===== src/rtl/multiplexer_scan.sv =====
// Registered N-channel x W-bit multiplexer with manual select and round-robin
// auto-scan, where each channel is held for DWELL enabled cycles.
module multiplexer_scan #(
  parameter int WIDTH    = 1,
  parameter int CHANNELS = 4,
  parameter int SELW     = 2,
  parameter int DWELL    = 4
) (
  input  logic                      clk,
  input  logic                      reset,
  input  logic [CHANNELS*WIDTH-1:0] X,
  input  logic [SELW-1:0]           C,
  input  logic                      scan,
  input  logic                      en,
  output logic [WIDTH-1:0]          Y,
  output logic [SELW-1:0]           CH,
  output logic                      wrap
);

  localparam int              CW       = (DWELL > 1) ? $clog2(DWELL) : 1;
  localparam logic [CW-1:0]   CNT_LAST = CW'(DWELL - 1);
  localparam logic [SELW-1:0] CH_LAST  = SELW'(CHANNELS - 1);
  localparam logic [SELW:0]   NCH      = (SELW + 1)'(CHANNELS);

  typedef enum logic {MANUAL, SCAN} state_t;

  state_t            state, state_nx;
  logic [CW-1:0]     cnt, cnt_nx;
  logic [SELW-1:0]   ch_nx, ch_man;
  logic              wrap_nx;
  logic [WIDTH-1:0]  chan [2**SELW];

  // Pad the channel table to the full select range so any index is defined.
  for (genvar k = 0; k < 2**SELW; k++) begin : g_chan
    if (k < CHANNELS) begin : g_in
      assign chan[k] = X[k*WIDTH +: WIDTH];
    end else begin : g_pad
      assign chan[k] = '0;
    end
  end

  // Out-of-range select keeps the previous channel.
  assign ch_man = ({1'b0, C} < NCH) ? C : CH;

  always_ff @(posedge clk or posedge reset) begin
    if (reset)   state <= MANUAL;
    else if (en) state <= state_nx;
  end

  always_comb begin
    state_nx = state;
    case (state)
      MANUAL:  if (scan)  state_nx = SCAN;
      SCAN:    if (!scan) state_nx = MANUAL;
      default: state_nx = MANUAL;
    endcase
  end

  always_comb begin
    ch_nx   = ch_man;
    cnt_nx  = '0;
    wrap_nx = 1'b0;
    if (scan) begin
      if (state == MANUAL) begin
        ch_nx = CH;
      end else if (cnt == CNT_LAST) begin
        ch_nx   = (CH == CH_LAST) ? '0 : CH + 1'b1;
        wrap_nx = (CH == CH_LAST);
      end else begin
        ch_nx  = CH;
        cnt_nx = cnt + 1'b1;
      end
    end
  end

  always_ff @(posedge clk or posedge reset) begin
    if (reset) begin
      CH   <= '0;
      Y    <= '0;
      cnt  <= '0;
      wrap <= 1'b0;
    end else begin
      wrap <= en & wrap_nx;
      if (en) begin
        CH  <= ch_nx;
        Y   <= chan[ch_nx];
        cnt <= cnt_nx;
      end
    end
  end

endmodule


===== config.mk =====
export PLATFORM = sky130hd
export DESIGN_NAME = multiplexer_scan
export DESIGN_NICKNAME = d
export VERILOG_FILES = /design/src/rtl/multiplexer_scan.sv
export SDC_FILE = /design/constraint.sdc
export NUM_CORES = 1
export LEC_CHECK = 0
export CORE_AREA = 2 2 39 41
export CTS_BUF_LIST = sky130_fd_sc_hd__clkbuf_2 sky130_fd_sc_hd__clkbuf_4 sky130_fd_sc_hd__clkbuf_8
export CTS_CLUSTER_DIAMETER = 150
export CTS_CLUSTER_SIZE = 20
export DETAILED_ROUTE_END_ITERATION = 7
export DIE_AREA = 0 0 41 43
export GPL_TIMING_DRIVEN = 1
export PLACE_DENSITY = 0.58
export SYNTH_ARGS = -nofsm -noshare
export SYNTH_HDL_FRONTEND = slang
export SYNTH_SLANG_ARGS = --single-unit

===== constraint.sdc =====
create_clock -name clk -period 1.5 [get_ports clk]
set_input_delay 0.225 -clock clk [delete_from_list [all_inputs] [get_ports clk]]
set_output_delay 0.225 -clock clk [all_outputs]
set_load 0.005 [all_outputs]

==> reports/results.txt <==
Status - finished, violations left
Violated checks - negative setup slack
Post-Place Cell Area - 611 µm²
Final HPWL DP - 675 µm
CP Cell Sequence - ha_2, a21boi_0, o21ai_2, a21bo_2, a21o_1, o311ai_2
CP top delay family - compound AO/OA/AOI/OAI gates
Pwr Total - 575 µW
# DRC - 0
TritonCTS clock tree - built
HP Class - in2async
Crit path max fanout - 4
Core box area - 1380 µm²
RSZ-0062 raised after global routing - yes
CP Data Arrival Time - 1.65 ns
Tightest Pin Transition - 0.325 ns
CTS Buf Count - 3
First-pass GRT wire length - 1370 µm
DIE AREA - 1760 µm²
Remaining Overflow, GRT - 0
Post-route cell area - 646 µm²
Syn Std Cell Area - 412 µm²
Remaining antenna violation count - 0
Layout cells sized above 1 - 0.317
Clock buffer depth - 2
Crit path depth - 6
Die span in y - 43 µm
Post-Syn Nets - 51
# H-tree levels - 1
YS warnings - 0
Wire length on met2 - 395 µm
Fin. max-slew vios - 0
Total setup buffers inserted after CTS - 0
Metal3 WL - 56 µm
Clk_lat worst skew - 0.24 ns
Final hold vios - 0
Routed Wire Length - 848 µm
Largest net degree at the start of global routing - 9
Max incr delay on CP - 0.38 ns
Pwr dens - 891 nW/µm²
Sequential area share after synthesis - 0.426
Final hold slack - 0.206 ns
Area Growth Syn to Fin - 56.8%
Initial antenna violation count - 0
Most common cell after layout, fill and taps aside - clkdlybuf4s50_1
Buf+Inv Stages, Crit Path - 0
Synth Instances - 39
Final worst-path setup slack - -0.00399 ns
Setup TNS - -0.00399 ns
Setup Skew - 0.00106 ns
Top Metal Used - met4
Fillers - 135
Reg clk slew, reported paths - 0.05 ns
FMAX - 665 MHz
Hold buffer count at CTS - 0
Root Driver - clkbuf_4
Maxcap violations - 0
CP max stage cell - dfrtp_1
WL/cell - 10.7 µm
R2R cell count - 6
M1 WL - 382 µm
Crit path time final - 1.50 ns
Leakage - 0.301 nW
Inserted Diodes - 0
CP endpoint kind - register
Final nets - 76
Synthesis-stage register bit count - 7
FF/Latch Area - 175 µm²
Setup violators final - 1
Final period utilization - 1.00
Drt first pass iters - 2
Initial DRC count - 1
Crit start category - register
Standard-cell rows - 14
Gpl congestion - 0.680
Worst relative slew slack - 0.783
DR vias/cell - 4.61
Via count - 364
Port Buffers - 13
Worst Path Required - 1.64 ns
Count of cell types in the netlist - 21
Area of the multi-input gates - 219 µm²
Max VDD drop - 0.371 mV
I/O pin count - 14
Crit path kind - reg2reg
Vias in the first global route - 352
Tot GR Track Use - 0.119
Starting Density - 0.297
Syn Area/Cell - 10.6 µm²
Most frequent cells in the layout - clkdlybuf4s50_1, buf_4, dfrtp_1, nand2_1, clkbuf_4
Clock Sink Count - 7
Die W - 41 µm
## worst register-to-register path: stages, from the launching register on
cell	delay, ns
dfrtp_1	0.38
ha_2	0.21
a21boi_0	0.24
o21ai_2	0.12
a21bo_2	0.22
a21o_1	0.16
o311ai_2	0.08
## flip-flops by register name, summed over array words and instances (netlist names)
name,flops
CH,2
Y,1
cnt,2
state,1
wrap,1
## metrics by stage
stage | instances | util | worst slack, ns
6_report | 79 | 0.467 | -0.00399
2_1_floorplan | 39 | - | 0.0198
4_1_cts | 79 | 0.465 | -0.0437
3_5_place_dp | 75 | 0.441 | -0.0720
5_1_grt | 79 | 0.467 | -0.107
3_3_place_gp | 75 | 0.441 | -0.0782
## what timing repair did
action / 4_1_cts / 5_1_grt
resized for setup: 1 / 1
setup endpoints to repair: 2 / 3
pin swaps: 1 / 0
gates cloned: 0 / 0
## area by class of cell
cell class,count,area share
Multi-Input combinational cell,28,0.339
Inverter,3,0.0174
Tap cell,16,0.0310
Timing Repair Buffer,21,0.295
Sequential cell,7,0.271
Clock buffer,4,0.0465
## cell families after synthesis
| kind of cell | share of synthesized area |
|---|---|
| multiplexers | 0.106 |
| flip-flops | 0.426 |
| AO/OA/AOI/OAI | 0.195 |
| buffers and inverters | 0.0547 |
| adder cells (fa/ha/maj) | 0.0608 |
| AND/OR/NAND/NOR | 0.158 |
## Yosys cell counts
| master | count | area share |
|---|---|---|
| nand2b_1 | 1 | 0.015 |
| dfrtp_1 | 7 | 0.43 |
| nor3_1 | 1 | 0.012 |
| nor2_1 | 2 | 0.018 |
| a21boi_0 | 1 | 0.018 |
| inv_1 | 3 | 0.027 |
| nand2_1 | 5 | 0.046 |
| and4bb_1 | 1 | 0.030 |
| a21o_1 | 1 | 0.018 |
| buf_6 | 1 | 0.027 |
| o21ai_1 | 1 | 0.012 |
| mux2i_1 | 1 | 0.024 |
| a31oi_1 | 1 | 0.015 |
| ha_1 | 2 | 0.061 |
| a21bo_1 | 1 | 0.024 |
| nand3_1 | 3 | 0.036 |
| o2bb2ai_1 | 1 | 0.021 |
| o21ai_2 | 1 | 0.021 |
| a21bo_2 | 1 | 0.024 |
| mux2_2 | 3 | 0.082 |
| o311ai_2 | 1 | 0.040 |
## layer usage
metal | track usage | vias to the layer above
met3 | 0.0314 | 2
li1 | - | 188
met5 | 0 | -
met1 | 0.146 | 164
met2 | 0.163 | 10
met4 | 0.100 | 0
## where the power goes
part           switching, mW  internal, mW
Clock                 0.0655         0.119
Combinational         0.0601         0.106
Sequential            0.0141         0.210
## final timing paths
path                               startpoint                  to  slack (ns)
max in group asynchronous               reset  cnt[0]$_DFFE_PP0P_        1.08
setup / recovery           cnt[0]$_DFFE_PP0P_       Y$_DFFE_PP0P_      -0.004
setup reg to reg           cnt[0]$_DFFE_PP0P_       Y$_DFFE_PP0P_      -0.004
min in group clk           cnt[1]$_DFFE_PP0P_  cnt[1]$_DFFE_PP0P_        0.50
hold reg to reg            cnt[1]$_DFFE_PP0P_  cnt[1]$_DFFE_PP0P_        0.50
hold / removal                          reset  cnt[1]$_DFFE_PP0P_        0.21
Note: power is estimated with default switching activity, not from simulation.
